File: config.mk
export PLATFORM = sky130hd
export DESIGN_NAME = free_reg_arbiter_flat
export DESIGN_NICKNAME = d
export VERILOG_FILES = /design/src/rtl/free_reg_arbiter_if.sv /design/src/rtl/free_reg_arbiter.sv /design/src/flat_wrapper.sv
export SDC_FILE = /design/constraint.sdc
export NUM_CORES = 1
export LEC_CHECK = 0
export ABC_AREA = 1
export CAP_MARGIN = 20
export CELL_PAD_IN_SITES_DETAIL_PLACEMENT = 0
export CELL_PAD_IN_SITES_GLOBAL_PLACEMENT = 1
export CORE_MARGIN = 2
export CORE_UTILIZATION = 35
export CTS_CLUSTER_SIZE = 30
export DETAILED_ROUTE_END_ITERATION = 12
export PLACE_DENSITY = 0.85
export SYNTH_ARGS = -nofsm -noshare
export SYNTH_HDL_FRONTEND = slang
export SYNTH_SLANG_ARGS = --single-unit
File: constraint.sdc
create_clock -name clk -period 4.2 [get_ports clk]
set_input_delay 0.42 -clock clk [delete_from_list [all_inputs] [get_ports clk]]
set_output_delay 0.42 -clock clk [all_outputs]
set_load 0.02 [all_outputs]
File: src/rtl/free_reg_arbiter_if.sv
// Request/grant bundle between the requesters and the shared-register arbiter,
// plus the enable/data pair that the arbiter drives into the shared register.
interface free_reg_arbiter_if #(
   parameter int N = 4,
   parameter int M = 4
) ();
   localparam int OW = $clog2(M);

   logic [M-1:0]   req;
   logic [M*N-1:0] data;
   logic [M-1:0]   gnt;
   logic           ack;
   logic [OW-1:0]  owner;
   logic           busy;
   logic           reg_en;
   logic [N-1:0]   reg_d;

   modport master (output req, data, input gnt, ack, owner, busy, reg_en, reg_d);
   modport slave  (input req, data, output gnt, ack, owner, busy, reg_en, reg_d);
endinterface

File: src/rtl/free_reg_arbiter.sv
// Round-robin arbiter that loads one requester's data into a shared register,
// then holds the grant for HOLD dwell cycles before arbitrating again.
module free_reg_arbiter #(
   parameter int N    = 4,
   parameter int M    = 4,
   parameter int HOLD = 3
) (
   input  logic              clk,
   input  logic              reset,
   free_reg_arbiter_if.slave bus
);
   localparam int OW = $clog2(M);
   localparam int CW = $clog2(HOLD + 1);
   localparam logic [CW-1:0] CNT_LOAD = CW'(HOLD - 1);
   localparam logic [CW-1:0] CNT_ONE  = CW'(1);
   localparam logic [OW-1:0] PTR_LAST = OW'(M - 1);
   localparam logic [OW-1:0] PTR_ONE  = OW'(1);
   localparam logic [M-1:0]  GNT_ONE  = {{(M-1){1'b0}}, 1'b1};

   typedef enum logic [1:0] {
      ST_IDLE = 2'd0,
      ST_LOAD = 2'd1,
      ST_HOLD = 2'd2
   } state_t;

   state_t        state_r, state_nx_s;
   logic [OW-1:0] ptr_r, ptr_nx_s;
   logic [OW-1:0] owner_r, owner_nx_s;
   logic [OW-1:0] win_s, idx_s;
   logic [CW-1:0] cnt_r, cnt_nx_s;
   logic [M-1:0]  gnt_r, gnt_nx_s;
   logic [N-1:0]  reg_d_r, reg_d_nx_s;
   logic          ack_r, ack_nx_s;
   logic          reg_en_r, reg_en_nx_s;
   logic          busy_r, busy_nx_s;
   logic          found_s;

   // Round-robin pick: scanning downward lets the candidate closest to ptr win last.
   always_comb begin
      found_s = |bus.req;
      win_s   = ptr_r;
      idx_s   = ptr_r;
      for (int i = M - 1; i >= 0; i--) begin
         idx_s = OW'((int'(ptr_r) + i) % M);
         win_s = bus.req[idx_s] ? idx_s : win_s;
      end
   end

   // Next-state and next-output logic; every output register is fed from here.
   always_comb begin
      state_nx_s  = state_r;
      ptr_nx_s    = ptr_r;
      cnt_nx_s    = cnt_r;
      gnt_nx_s    = gnt_r;
      owner_nx_s  = owner_r;
      reg_d_nx_s  = reg_d_r;
      ack_nx_s    = 1'b0;
      reg_en_nx_s = 1'b0;
      busy_nx_s   = 1'b0;
      case (state_r)
         ST_IDLE: begin
            if (found_s) begin
               state_nx_s  = ST_LOAD;
               reg_d_nx_s  = bus.data[int'(win_s) * N +: N];
               owner_nx_s  = win_s;
               gnt_nx_s    = GNT_ONE << win_s;
               ptr_nx_s    = (win_s == PTR_LAST) ? '0 : (win_s + PTR_ONE);
               cnt_nx_s    = CNT_LOAD;
               ack_nx_s    = 1'b1;
               reg_en_nx_s = 1'b1;
               busy_nx_s   = 1'b1;
            end else begin
               gnt_nx_s = '0;
            end
         end
         ST_LOAD: begin
            state_nx_s = ST_HOLD;
            busy_nx_s  = 1'b1;
         end
         ST_HOLD: begin
            if (cnt_r == '0) begin
               state_nx_s = ST_IDLE;
               gnt_nx_s   = '0;
            end else begin
               cnt_nx_s  = cnt_r - CNT_ONE;
               busy_nx_s = 1'b1;
            end
         end
         default: begin
            state_nx_s = ST_IDLE;
            gnt_nx_s   = '0;
         end
      endcase
   end

   // State and output registers; reset drops any load in flight.
   always_ff @(posedge clk or negedge reset) begin
      if (!reset) begin
         state_r  <= ST_IDLE;
         ptr_r    <= '0;
         cnt_r    <= '0;
         gnt_r    <= '0;
         owner_r  <= '0;
         reg_d_r  <= '0;
         ack_r    <= 1'b0;
         reg_en_r <= 1'b0;
         busy_r   <= 1'b0;
      end else begin
         state_r  <= state_nx_s;
         ptr_r    <= ptr_nx_s;
         cnt_r    <= cnt_nx_s;
         gnt_r    <= gnt_nx_s;
         owner_r  <= owner_nx_s;
         reg_d_r  <= reg_d_nx_s;
         ack_r    <= ack_nx_s;
         reg_en_r <= reg_en_nx_s;
         busy_r   <= busy_nx_s;
      end
   end

   assign bus.gnt    = gnt_r;
   assign bus.ack    = ack_r;
   assign bus.owner  = owner_r;
   assign bus.busy   = busy_r;
   assign bus.reg_en = reg_en_r;
   assign bus.reg_d  = reg_d_r;

endmodule

File: src/flat_wrapper.sv
// flat-port wrapper written by rule: the top's interface ports become plain ports
module free_reg_arbiter_flat 
#(
   parameter int N    = 4,
   parameter int M    = 4,
   parameter int HOLD = 3
)
  (clk, reset, bus_req, bus_data, bus_gnt, bus_ack, bus_owner, bus_busy, bus_reg_en, bus_reg_d);
  free_reg_arbiter_if #(.N(N), .M(M)) bus_i ();
  input  logic clk;
  input  logic reset;
  input wire logic [$bits(bus_i.req)-1:0] bus_req;
  input wire logic [$bits(bus_i.data)-1:0] bus_data;
  output wire logic [$bits(bus_i.gnt)-1:0] bus_gnt;
  output wire logic [$bits(bus_i.ack)-1:0] bus_ack;
  output wire logic [$bits(bus_i.owner)-1:0] bus_owner;
  output wire logic [$bits(bus_i.busy)-1:0] bus_busy;
  output wire logic [$bits(bus_i.reg_en)-1:0] bus_reg_en;
  output wire logic [$bits(bus_i.reg_d)-1:0] bus_reg_d;
  assign bus_i.req = bus_req;
  assign bus_i.data = bus_data;
  assign bus_gnt = bus_i.gnt;
  assign bus_ack = bus_i.ack;
  assign bus_owner = bus_i.owner;
  assign bus_busy = bus_i.busy;
  assign bus_reg_en = bus_i.reg_en;
  assign bus_reg_d = bus_i.reg_d;
  free_reg_arbiter #(.N(N), .M(M), .HOLD(HOLD)) u_core (.clk(clk), .reset(reset), .bus(bus_i));
endmodule
# [Word level (Yosys, flattened, before mapping)]
# Cells that the tools add are included.
[totals] register_bits=18 latchBits=0 ram_bits=0 romBits=0 mem_count=0
[op_classes] n_addsub=5 mul=0 div_mod_pow=0 order_cmp=4 eq_ne=6 n_shift=2 n_mux=26 bitwise_logic=1 n_reduce_logical=8
[ops] cell="$mux 2" n=9
[ops] cell="$shiftx 16x5->4" n=1
[ops] cell="$lt 2x3->1 const B" n=4
[ops] cell="$pmux 4 s3" n=1
[ops] cell="$bmux 1 s2" n=4
[ops] cell="$mux 4" n=2
[ops] cell="$mux 1" n=7
[ops] cell="$pmux 2 s3" n=1
[ops] cell="$reduce_and 2->1" n=3
[ops] cell="$add 2x1->2 const B" n=2
[ops] cell="$add 2x2->2 const B" n=2
[ops] cell="$eq 2x2->1 const B" n=2
[ops] cell="$logic_not 2->1" n=2
[ops] cell="$ne 2x1->1 const B" n=2
[ops] cell="$pmux 2 s2" n=1
[ops] cell="$reduce_or 4->1" n=1
[ops] cell="$shl 1x2->4 const A" n=1
[ops] cell="$pmux 1 s3" n=1
[ops] cell="$reduce_and 3->1" n=1
[ops] cell="$eq 2x1->1 const B" n=1
[ops] cell="$ne 2x2->1 const B" n=1
[ops] cell="$reduce_bool 2->1" n=1
[ops] cell="$sub 2x1->2 const B" n=1
[ops] cell="$not 1->1" n=1

# [Depth between registers and ports, before layout]
[depth] ltp_word=10 mapped_depth=15

# [Least setup slack after synthesis]
# No wires, ideal clock.
[synth_path] kind="register -> register" from="reg u_core.ptr_r[0]" to="reg u_core.ptr_r[1]" setup_time_ps=129 arrival_ps=1590 slack_ps=2482 stages_incl_launch_ff=15 path_buffers=1 period_less_slack_ps=1718 cell_sequence="dfrtp_1 buf_6 inv_8 nand2_1 nand2_2 nand2_1 nand2_1 inv_2 nand2_2 nand2_2 nand2_4 nand2_8 ha_1 nand2_1 o21ai_0"
[synth_between] elab_chain_len=9 elab_cells_between_ends=18 cone_classes="add/sub: 4; eq/ne: 1; mux: 13"
[synth_rtl] item="from (decl)" line="free_reg_arbiter.sv:27" text="logic [OW-1:0] ptr_r, ptr_nx_s;"
[synth_rtl] item="from (signal assigned)" line="free_reg_arbiter.sv:110" text="ptr_r <= ptr_nx_s;"
[synth_rtl] item="$add 2x2->2" line="free_reg_arbiter.sv:44" text="idx_s = OW'((int'(ptr_r) + i) % M);"
[synth_rtl] item="$bmux 1 s2" line="free_reg_arbiter.sv:45" text="win_s = bus.req[idx_s] ? idx_s : win_s;"
[synth_rtl] item="$mux 1 (implied by the code)" line="free_reg_arbiter.sv:45"
[synth_rtl] item="$mux 2 (3 in a row)" line="free_reg_arbiter.sv:45"
[synth_rtl] item="$mux 2 *" line="free_reg_arbiter.sv:45"
[synth_rtl] item="$add 2x1->2 or $eq 2x2->1 (tied branches)" line="free_reg_arbiter.sv:67" text="ptr_nx_s = (win_s == PTR_LAST) ? '0 : (win_s + PTR_ONE);"
[synth_rtl] item="$mux 2 *" line="free_reg_arbiter.sv:67"
# Every way passes the cells marked *; elsewhere a longest branch is shown, timed or not. The select of a mux whose other input is x is not followed.
# A chain may end at the register's enable or synchronous reset.

# [Final worst setup path]
# Ends and elaborated chain as after synthesis.

==> results.yml <==
layout:
  area_growth_pct: 36.6
  drive_above_1_share: 0.136
  n_antenna_cell: 0
  fillers: 296
  layout.nets: 202
synth:
  ys_ff_latch: 18
  synth.cells.most_frequent: "41 x nand2_1, 26 x nand3_1, 18 x dfrtp_1, 12 x inv_1, 9 x nand2_2"
  async_flop_share: 1.00
  synthDominantCellAreaShare: 0.407
  synthDistinctLibCells: 23
  syn_nets: 166
  yosys-top-cells-area: "dfrtp_1 41%, nand2_1 14%, nand3_1 12%"
  ys_seq_area_frac: 0.407
  ys.flop_type: "dfrtp_1"
  synthesis.area_um2: 1110
  synth_edf_count: 0
  yosys.area.top_type: "dfrtp_1"
  synthCells: 142
  synth-warning-count: 0
  synth.most_common_cell: "nand2_1"
  syn_area_per_cell_um2: 7.80
timing:
  grt_setup_unrepaired: "no"
  fin_crit_sh: 0.508
  setup_viol: 0
  skew_ns: 0.00253
  fin_crit_ns: 2.13
  relSlewSlack: 0.377
  hold_viol: 0
  tightest_slew_ns: 0.931
  fmax_mhz: 469
  setup_tns_ns: 0
  setup_slack_ns: 2.07
  slew_viol_final: 0
clock_tree:
  cts_max_level: 1
  hold_buffers: 0
  numCtsBuffers: 3
  cts-resized-gates: 0
  cts_tree: "built"
  clk-insertion-delay-late_ns: 0.28
  cts_buffer_depth: 2
  cts_setup_buffers: 0
  clock_sinks: 18
  clk_pin_slew_ns: 0.10
  clock-root-buffer: "clkbuf_4"
floorplan:
  die-width_um: 60.2
  rows: 20
  fp.dieArea_um2: 3630
  pin_count: 35
  fp.dieH_um: 60.2
  core_um2: 3030
  start_util: 0.366
hold_path:
  min-delay-start: "u_core.bus.reg_d[3]$_DFFE_PN0P_"
  worstHoldPathType: "reg2reg"
global_routing:
  grt_max_degree: 19
  overflow: 0
  global_route.usage.met1: 0.205
  grt_pass1_wl_mm: 4.09
  grt_usage: 0.148
  busiest_layer: "met2"
  grt_pass1_vias: 962
  use_met2: 0.242
  met3_usage: 0.00649
  grt_antenna_before_repair: 0
flow_run:
  drv_cap: 0
worst_setup_path:
  cp-start-kind: "flip-flop"
  crit_required_ns: 4.34
  worstSetupPathType: "reg2reg"
  crit_path_end_kind: "flip-flop"
  startpoint: "u_core.ptr_r[0]$_DFFE_PN0P_"
  path_max_fanout: 10
  arrival_ns: 2.27
  r2r-start: "u_core.ptr_r[0]$_DFFE_PN0P_"
detailed_routing:
  drt-pass1-iter-count: 4
  drtAntennaViolNets: 0
  drt_iter0_markers: 40
  vias: 1028
  drc: 0
  drt_wl_total_mm: 2.46
  drt-vias-per-instance: 4.65
  wire_per_inst_um: 11.1
power:
  p_per_area_nw_per_um2: 850
  power_leakage_uw: 0.000725
  ir_drop_uv: 342
place:
  hpwl_mm: 1.95
  dp_slack_ns: 1.89
  io_buffers: 34
  globalplace.congestion: 0.805
outcome:
  status: "completed"
-- per-layer routing --
| layer | share of wire | vias up |
|---|---|---|
| li1 | - | 530 |
| met1 | 0.48 | 474 |
| met2 | 0.49 | 24 |
| met3 | 0.038 | 0 |
| met4 | 0 | 0 |
| met5 | 0 | - |
-- layout by cell type, fill, tap and decap left out --
cell             synthesis  final
nand2_1                 41     41
clkdlybuf4s50_1          0     34
nand3_1                 26     26
dfrtp_1                 18     18
inv_1                   12     12
nand2_2                  9      9
o21ai_0                  7      7
nor2_1                   5      5
nand2_4                  3      3
inv_2                    3      3
clkbuf_4                 0      3
o21ai_1                  2      2
nand3_2                  2      2
ha_1                     2      2
inv_8                    1      1
nand3_4                  1      1
nand2_8                  1      1
nor4_1                   1      1
a22o_1                   1      1
a31oi_1                  1      1
a21o_1                   1      1
o21a_1                   1      1
o22ai_1                  1      1
clkbuf_8                 0      1
-- flip-flops by register name, summed over array words and instances, names as in the netlist --
signal	cells
u_core.bus.gnt	4
u_core.bus.ack	1
u_core.bus.owner	2
u_core.state_r	2
u_core.cnt_r	2
u_core.ptr_r	2
u_core.bus.busy	1
u_core.bus.reg_d	4
-- power by group --
| group | total (uW) | switching [uW] | internal [uW] |
|---|---|---|---|
| Clock | 105 | 51.8 | 52.7 |
| Sequential | 320 | 64.3 | 255 |
| Combinational | 861 | 527 | 334 |
| Total | 1290 | 643 | 642 |
-- per-stage QoR --
stage	utilization	cell area, um^2	cells	hold WS [ns]	power, uW
6_report	0.500	1510	221	0.493	1290
5_1_grt	0.500	1510	221	0.512	1410
4_1_cts	0.500	1510	221	0.494	1300
3_5_place_dp	0.488	1480	217	0.469	1190
3_3_place_gp	0.488	1480	217	0.458	1170
2_1_floorplan	-	1110	142	0.124	962
-- logic make-up (layout without fill, tap and decap cells) --
kind of cell,count (synthesis),count (layout),share of synthesized area
AOI/OAI and AO/OA,14,14,0.0735
and+or+nand+nor,89,89,0.412
DFF,18,18,0.407
buffers and inverters,19,54,0.0847
adders and majority gates,2,2,0.0226
-- critical path: stages (launching register included) --
cell	delay, ns
dfrtp_1	0.69
inv_8	0.09
nand2_1	0.08
nand2_1	0.08
nand2_1	0.10
nand2_1	0.07
inv_2	0.06
nand3_1	0.06
nand2_1	0.06
nand2_1	0.08
nand2_4	0.12
inv_2	0.08
ha_1	0.29
nand2_1	0.06
o21ai_0	0.08
-- final cells by class --
class | instances | area, um^2 | area share
clock buffer | 4 | 36.3 | 0.0240
sequential | 18 | 450 | 0.298
timing repair buffer | 34 | 340 | 0.225
tap | 44 | 55.1 | 0.0364
multi-input combinational | 105 | 563 | 0.372
inverter | 16 | 67.6 | 0.0447
-- final timing paths --
path / slack (ns) / cells past startpoint / end
worst max-delay path: 2.07 / 14 / u_core.ptr_r[1]$_DFFE_PN0P_
worst min-delay path: 0.49 / 2 / u_core.bus.reg_d[3]$_DFFE_PN0P_
worst max register to register: 2.07 / 14 / u_core.ptr_r[1]$_DFFE_PN0P_
worst min register to register: 0.49 / 2 / u_core.bus.reg_d[3]$_DFFE_PN0P_
max in group asynchronous: 3.16 / 1 / u_core.bus.owner[1]$_DFFE_PN0P_
min in group asynchronous: 0.57 / 1 / u_core.cnt_r[1]$_DFFE_PN0P_
(Power assumes the default switching activity.)
